<file path="src/rtl/wb_arbiter_if.sv">
// Bus bundle between decode/EXU/LSU and the register-file write-side arbiter.
// The forwarding signals exist only when WB_FORWARD_EN is defined.
interface wb_arbiter_if #(
    parameter int unsigned XLEN = 32
);
    localparam int unsigned AW = 5;

    logic            iss_valid;
    logic [AW-1:0]   iss_rd;
    logic            iss_ready;
    logic            exu_valid;
    logic            exu_ready;
    logic [AW-1:0]   exu_rd;
    logic [XLEN-1:0] exu_data;
    logic            lsu_valid;
    logic            lsu_ready;
    logic [AW-1:0]   lsu_rd;
    logic [XLEN-1:0] lsu_data;
    logic            rf_wen;
    logic [AW-1:0]   rf_waddr;
    logic [XLEN-1:0] rf_wdata;
    logic [AW-1:0]   raddr1;
    logic [AW-1:0]   raddr2;
    logic            hazard1;
    logic            hazard2;
    logic            sb_err;
`ifdef WB_FORWARD_EN
    logic            fwd1;
    logic            fwd2;
    logic [XLEN-1:0] fwd_data;
`endif

    modport slave (
        input  iss_valid, iss_rd, exu_valid, exu_rd, exu_data,
               lsu_valid, lsu_rd, lsu_data, raddr1, raddr2,
        output iss_ready, exu_ready, lsu_ready, rf_wen, rf_waddr, rf_wdata,
               hazard1, hazard2, sb_err
`ifdef WB_FORWARD_EN
        , output fwd1, fwd2, fwd_data
`endif
    );

    modport master (
        output iss_valid, iss_rd, exu_valid, exu_rd, exu_data,
               lsu_valid, lsu_rd, lsu_data, raddr1, raddr2,
        input  iss_ready, exu_ready, lsu_ready, rf_wen, rf_waddr, rf_wdata,
               hazard1, hazard2, sb_err
`ifdef WB_FORWARD_EN
        , input fwd1, fwd2, fwd_data
`endif
    );
endinterface

</file>
<file path="src/rtl/wb_arbiter.sv">
// Register-file write-side arbiter: round-robin EXU/LSU writeback plus busy scoreboard.
// Define WB_FORWARD_EN to add write-cycle forwarding (fwd1/fwd2/fwd_data).
module wb_arbiter #(
    parameter int unsigned XLEN = 32,
    parameter int unsigned NREG = 32
) (
    input logic         clk,
    input logic         rst,
    wb_arbiter_if.slave bus
);
    localparam int unsigned AW = 5;

    typedef enum logic {
        GNT_EXU = 1'b0,
        GNT_LSU = 1'b1
    } grant_t;

    grant_t          last_grant;
    grant_t          last_grant_nxt;
    logic            gnt_exu;
    logic            gnt_lsu;
    logic            gnt_any;
    logic [AW-1:0]   sel_rd;
    logic [XLEN-1:0] sel_data;

    logic [NREG-1:0] busy;
    logic [NREG-1:0] busy_nxt;
    logic            iss_fire;

    logic            rf_wen_q;
    logic [AW-1:0]   rf_waddr_q;
    logic [XLEN-1:0] rf_wdata_q;
    logic            sb_err_q;

    logic            raw1;
    logic            raw2;

    // Round-robin grant state
    always_ff @(posedge clk or posedge rst) begin
        if (rst) last_grant <= GNT_EXU;
        else     last_grant <= last_grant_nxt;
    end

    // Grant select: a lone requester wins, contention goes to the one not served last
    always_comb begin
        gnt_exu        = 1'b0;
        gnt_lsu        = 1'b0;
        last_grant_nxt = last_grant;
        if (bus.exu_valid && bus.lsu_valid) begin
            if (last_grant == GNT_EXU) gnt_lsu = 1'b1;
            else                       gnt_exu = 1'b1;
        end else if (bus.exu_valid) begin
            gnt_exu = 1'b1;
        end else if (bus.lsu_valid) begin
            gnt_lsu = 1'b1;
        end
        if (gnt_exu) last_grant_nxt = GNT_EXU;
        if (gnt_lsu) last_grant_nxt = GNT_LSU;
    end

    assign gnt_any  = gnt_exu | gnt_lsu;
    assign sel_rd   = gnt_lsu ? bus.lsu_rd   : bus.exu_rd;
    assign sel_data = gnt_lsu ? bus.lsu_data : bus.exu_data;

    // Registered write port and sticky scoreboard error
    always_ff @(posedge clk or posedge rst) begin
        if (rst) begin
            rf_wen_q   <= 1'b0;
            rf_waddr_q <= '0;
            rf_wdata_q <= '0;
            sb_err_q   <= 1'b0;
        end else begin
            rf_wen_q <= gnt_any && (sel_rd != '0);
            if (gnt_any) begin
                rf_waddr_q <= sel_rd;
                rf_wdata_q <= sel_data;
            end
            if (gnt_any && (sel_rd != '0) && !busy[sel_rd]) sb_err_q <= 1'b1;
        end
    end

    assign bus.iss_ready = (bus.iss_rd == '0) || !busy[bus.iss_rd];
    assign iss_fire      = bus.iss_valid && bus.iss_ready && (bus.iss_rd != '0);

    // Scoreboard: clear on the write edge, set on issue (set wins), r0 never busy
    always_comb begin
        busy_nxt = busy;
        if (rf_wen_q) busy_nxt[rf_waddr_q] = 1'b0;
        if (iss_fire) busy_nxt[bus.iss_rd] = 1'b1;
        busy_nxt[0] = 1'b0;
    end

    always_ff @(posedge clk or posedge rst) begin
        if (rst) busy <= '0;
        else     busy <= busy_nxt;
    end

    assign raw1 = (bus.raddr1 != '0) && busy[bus.raddr1];
    assign raw2 = (bus.raddr2 != '0) && busy[bus.raddr2];

`ifdef WB_FORWARD_EN
    logic fwd1;
    logic fwd2;
    assign fwd1         = rf_wen_q && (rf_waddr_q == bus.raddr1) && (bus.raddr1 != '0);
    assign fwd2         = rf_wen_q && (rf_waddr_q == bus.raddr2) && (bus.raddr2 != '0);
    assign bus.fwd1     = fwd1;
    assign bus.fwd2     = fwd2;
    assign bus.fwd_data = rf_wdata_q;
    assign bus.hazard1  = raw1 && !fwd1;
    assign bus.hazard2  = raw2 && !fwd2;
`else
    assign bus.hazard1  = raw1;
    assign bus.hazard2  = raw2;
`endif

    assign bus.exu_ready = gnt_exu;
    assign bus.lsu_ready = gnt_lsu;
    assign bus.rf_wen    = rf_wen_q;
    assign bus.rf_waddr  = rf_waddr_q;
    assign bus.rf_wdata  = rf_wdata_q;
    assign bus.sb_err    = sb_err_q;
endmodule

</file>
<file path="src/flat_wrapper.sv">
// flat-port wrapper written by rule: the top's interface ports become plain ports
module wb_arbiter_flat 
#(
    parameter int unsigned XLEN = 32,
    parameter int unsigned NREG = 32
)
  (clk, rst, bus_iss_valid, bus_iss_rd, bus_exu_valid, bus_exu_rd, bus_exu_data, bus_lsu_valid, bus_lsu_rd, bus_lsu_data, bus_raddr1, bus_raddr2, bus_iss_ready, bus_exu_ready, bus_lsu_ready, bus_rf_wen, bus_rf_waddr, bus_rf_wdata, bus_hazard1, bus_hazard2, bus_sb_err);
  wb_arbiter_if #(.XLEN(XLEN)) bus_i ();
  input logic clk;
  input logic rst;
  input wire logic [$bits(bus_i.iss_valid)-1:0] bus_iss_valid;
  input wire logic [$bits(bus_i.iss_rd)-1:0] bus_iss_rd;
  input wire logic [$bits(bus_i.exu_valid)-1:0] bus_exu_valid;
  input wire logic [$bits(bus_i.exu_rd)-1:0] bus_exu_rd;
  input wire logic [$bits(bus_i.exu_data)-1:0] bus_exu_data;
  input wire logic [$bits(bus_i.lsu_valid)-1:0] bus_lsu_valid;
  input wire logic [$bits(bus_i.lsu_rd)-1:0] bus_lsu_rd;
  input wire logic [$bits(bus_i.lsu_data)-1:0] bus_lsu_data;
  input wire logic [$bits(bus_i.raddr1)-1:0] bus_raddr1;
  input wire logic [$bits(bus_i.raddr2)-1:0] bus_raddr2;
  output wire logic [$bits(bus_i.iss_ready)-1:0] bus_iss_ready;
  output wire logic [$bits(bus_i.exu_ready)-1:0] bus_exu_ready;
  output wire logic [$bits(bus_i.lsu_ready)-1:0] bus_lsu_ready;
  output wire logic [$bits(bus_i.rf_wen)-1:0] bus_rf_wen;
  output wire logic [$bits(bus_i.rf_waddr)-1:0] bus_rf_waddr;
  output wire logic [$bits(bus_i.rf_wdata)-1:0] bus_rf_wdata;
  output wire logic [$bits(bus_i.hazard1)-1:0] bus_hazard1;
  output wire logic [$bits(bus_i.hazard2)-1:0] bus_hazard2;
  output wire logic [$bits(bus_i.sb_err)-1:0] bus_sb_err;
  assign bus_i.iss_valid = bus_iss_valid;
  assign bus_i.iss_rd = bus_iss_rd;
  assign bus_i.exu_valid = bus_exu_valid;
  assign bus_i.exu_rd = bus_exu_rd;
  assign bus_i.exu_data = bus_exu_data;
  assign bus_i.lsu_valid = bus_lsu_valid;
  assign bus_i.lsu_rd = bus_lsu_rd;
  assign bus_i.lsu_data = bus_lsu_data;
  assign bus_i.raddr1 = bus_raddr1;
  assign bus_i.raddr2 = bus_raddr2;
  assign bus_iss_ready = bus_i.iss_ready;
  assign bus_exu_ready = bus_i.exu_ready;
  assign bus_lsu_ready = bus_i.lsu_ready;
  assign bus_rf_wen = bus_i.rf_wen;
  assign bus_rf_waddr = bus_i.rf_waddr;
  assign bus_rf_wdata = bus_i.rf_wdata;
  assign bus_hazard1 = bus_i.hazard1;
  assign bus_hazard2 = bus_i.hazard2;
  assign bus_sb_err = bus_i.sb_err;
  wb_arbiter #(.XLEN(XLEN), .NREG(NREG)) u_core (.clk(clk), .rst(rst), .bus(bus_i));
endmodule
</file>
<file path="config.mk">
export PLATFORM = sky130hd
export DESIGN_NAME = wb_arbiter_flat
export DESIGN_NICKNAME = d
export VERILOG_FILES = /design/src/rtl/wb_arbiter_if.sv /design/src/rtl/wb_arbiter.sv /design/src/flat_wrapper.sv
export SDC_FILE = /design/constraint.sdc
export NUM_CORES = 1
export LEC_CHECK = 0
export CORE_MARGIN = 2
export CORE_UTILIZATION = 50
export CTS_BUF_LIST = sky130_fd_sc_hd__clkbuf_4
export CTS_CLUSTER_SIZE = 40
export DETAILED_ROUTE_END_ITERATION = 10
export PLACE_DENSITY = 0.92
export SKIP_CTS_REPAIR_TIMING = 1
export SLEW_MARGIN = 10
export SYNTH_ARGS = -nofsm -noshare
export SYNTH_HDL_FRONTEND = slang
export SYNTH_SLANG_ARGS = --single-unit
</file>
<file path="constraint.sdc">
create_clock -name clk -period 2.7 [get_ports clk]
set_input_delay 0.405 -clock clk [delete_from_list [all_inputs] [get_ports clk]]
set_output_delay 0.405 -clock clk [all_outputs]
set_load 0.005 [all_outputs]
</file>
==> flow_summary.toml <==
[run_status]
status = "finished with violations"
violations = "negative setup slack"

[worst_setup_path]
r2r-end = "u_core.busy[2]"
cp-endpoint = "bus_hazard2"
r2r-start = "u_core.busy[7]"
startpoint = "u_core.busy[21]"
required_ns = 2.30
cp_data_arrival_time_ns = 2.34
end_kind = "output pin"
worstPathMaxFanout = 6
reg2reg_setup_slack_ns = 0.33
critical_path_class = "reg2out"
critical_path.startpoint_type = "register"
ff2ff_path_depth = 8

[placed_design]
place_congestion = 0.947
pre_cts_ws_ns = -0.507
hpwl_um = 11900
port_buffers = 137
dp_cells = 734
placed_area_mm2 = 0.00645

[grt]
antenna_found_initial = 1
grt_max_degree = 58
grt_pass1_wl_um = 25200
grtUsageTotal_pct = 32.2
grt_pass1_vias = 4980
overflow = 0

[clocking]
clockBufferDepth = 2
cts_root_buffer = "clkbuf_4"
numCtsBuffers = 9
cts_tree = "done"
cts_num_sinks = 71
clk_transition_reported_paths_ns = 0.13
cts.htree.levels = 3
insertion_delay_ns = 0.43

[cells_and_area]
design_area_mm2 = 0.00679
layout_commonest_cell = "clkdlybuf4s50_1"
layout_common_cells = "clkdlybuf4s50_1, nor2_1, o21ai_0, dfrtp_1, buf_4"
final_cells = 765
multi_input_area_mm2 = 0.00279
utilization_pct = 73.9
area_growth_pct = 43.6
drive_gt1_share_pct = 26.4
finish.net_count = 741
regArea_mm2 = 0.00180
num-fill-cells = 618

[logic_synthesis]
synth_nets = 571
synth-main-ff-cell = "dfrtp_1"
synth_compound_area_share_pct = 16.1
synth.cell_area_mm2 = 0.00473
synth.distinct_cells = 43
synth-seq-area-share_pct = 37.6
synth_top_family_by_area = "multiplexers"
synth_mux_area_share_pct = 27.9
synthAdderAreaFrac_pct = 0
synth_seq_cells = 71
avgSynthCellArea_um2 = 9.92
ys.warnings.count = 0
synthArstFlopShare_pct = 100
synth_edf_count = 0
synth-simple-area-share_pct = 14.9
synth_cells = 477
synth_xor_area_share_pct = 0

[floorplanning]
core_area_mm2 = 0.00920
rows = 35
start_util_pct = 51.4
die_y_um = 101
design.die.area_mm2 = 0.0103
io_pins = 138
dieWidth_um = 101

[routing]
drc = 0
dr.pass1.iters = 7
wl_per_cell_um = 22.6
num_vias = 5100
antenna_left = 0
first_iter_violations = 605
viasPerCell = 6.67
wl_um = 17300

[timing]
fmax_mhz = 364
fin_crit_ns = 2.74
hold_viol_final = 0
setup_ws_ns = -0.0443
holdWs_ns = 0.311
tightest_slew_ns = 0.479
relSlewSlack_pct = 67.1
fin_crit_sh_pct = 102
clock_skew_ns = 0.0202
rsz0062_at_grt = "yes"
slew_viol_final = 0
setup_viol = 2

[worst_hold_path]
min_path_type = "in2async"

[power_and_ir_drop]
leakage_nw = 2.73
ir_drop_uv = 345
power.density_mw_per_mm2 = 725

[run]
cap_violations = 0
==> metal layers <==
layer  up-vias  global-route usage (%)  wire [µm]
met1      2451                    39.0       6090
met2       381                    53.4       8360
met3       127                    6.21       1720
met4         0                    19.8       1130
met5         -                       0          0
li1       2141                       -          -
==> power by group <==
group          total, mW  switching (mW)  internal (mW)
registers           1.99           0.594           1.40
clock network      0.787           0.404          0.383
logic               2.14           0.893           1.25
total               4.92            1.89           3.03
==> cell usage after synthesis, types with 3 or more instances <==
master | number | area (µm²)
nor2_1 | 78 | 293
dfrtp_1 | 71 | 1780
o21ai_0 | 68 | 340
mux2_2 | 41 | 462
o22ai_1 | 36 | 225
mux4_2 | 29 | 653
clkbuf_1 | 27 | 101
nand2_1 | 20 | 75.1
mux2i_1 | 17 | 170
nand3b_1 | 9 | 67.6
a211oi_1 | 8 | 60.1
inv_1 | 8 | 30.0
nor2b_1 | 7 | 43.8
nand3_1 | 6 | 30.0
or3b_2 | 5 | 43.8
a21oi_1 | 4 | 20.0
buf_2 | 4 | 20.0
nor3_1 | 3 | 15.0
or3_1 | 3 | 18.8
==> area by class of cell <==
class                      instances  area share, %
clock buffer                      10           1.11
inverter                           8          0.442
multi-input combinational        364           41.1
clock inverter                     6           1.25
antenna                            2         0.0737
tap                              111           2.04
sequential                        71           26.5
timing repair buffer             193           27.5
==> state kept, by name, summed over array words and instances (netlist names) <==
name / cells
u_core.bus.rf_wen: 1
u_core.bus.sb_err: 1
u_core.busy: 31
u_core.bus.rf_wdata: 32
u_core.last_grant: 1
u_core.bus.rf_waddr: 5
==> worst max-delay path: stages, from the launching register on <==
cell      delay, ns
dfrtp_1        0.52
mux4_2         0.49
mux4_2         0.50
mux2_4         0.29
clkbuf_2       0.12
==> how the worst min path moves through the flow <==
stage                            from                endpoint  depth (start not counted)
floorplan           u_core.bus.sb_err       u_core.bus.sb_err                          1
global placement    u_core.bus.sb_err       u_core.bus.sb_err                          1
detailed placement  u_core.bus.sb_err       u_core.bus.sb_err                          1
CTS                               rst  u_core.bus.rf_wdata[8]                          2
global route                      rst  u_core.bus.rf_wdata[8]                          2
finish                            rst  u_core.bus.rf_wdata[8]                          2
==> cell families after synthesis <==
kind of cell / Yosys count
buf+inv: 42
simple gates: 146
mux: 89
compound gates: 129
flops: 71
==> through the flow <==
step / power, mW / setup TNS [ns]
floorplan: 2.77 / 0
global placement: 3.65 / -1.25
detailed placement: 3.80 / -2.87
CTS: 4.57 / -1.45
global route: 5.06 / -0.139
finish: 4.92 / -0.0710
(Power assumes the default switching activity.)
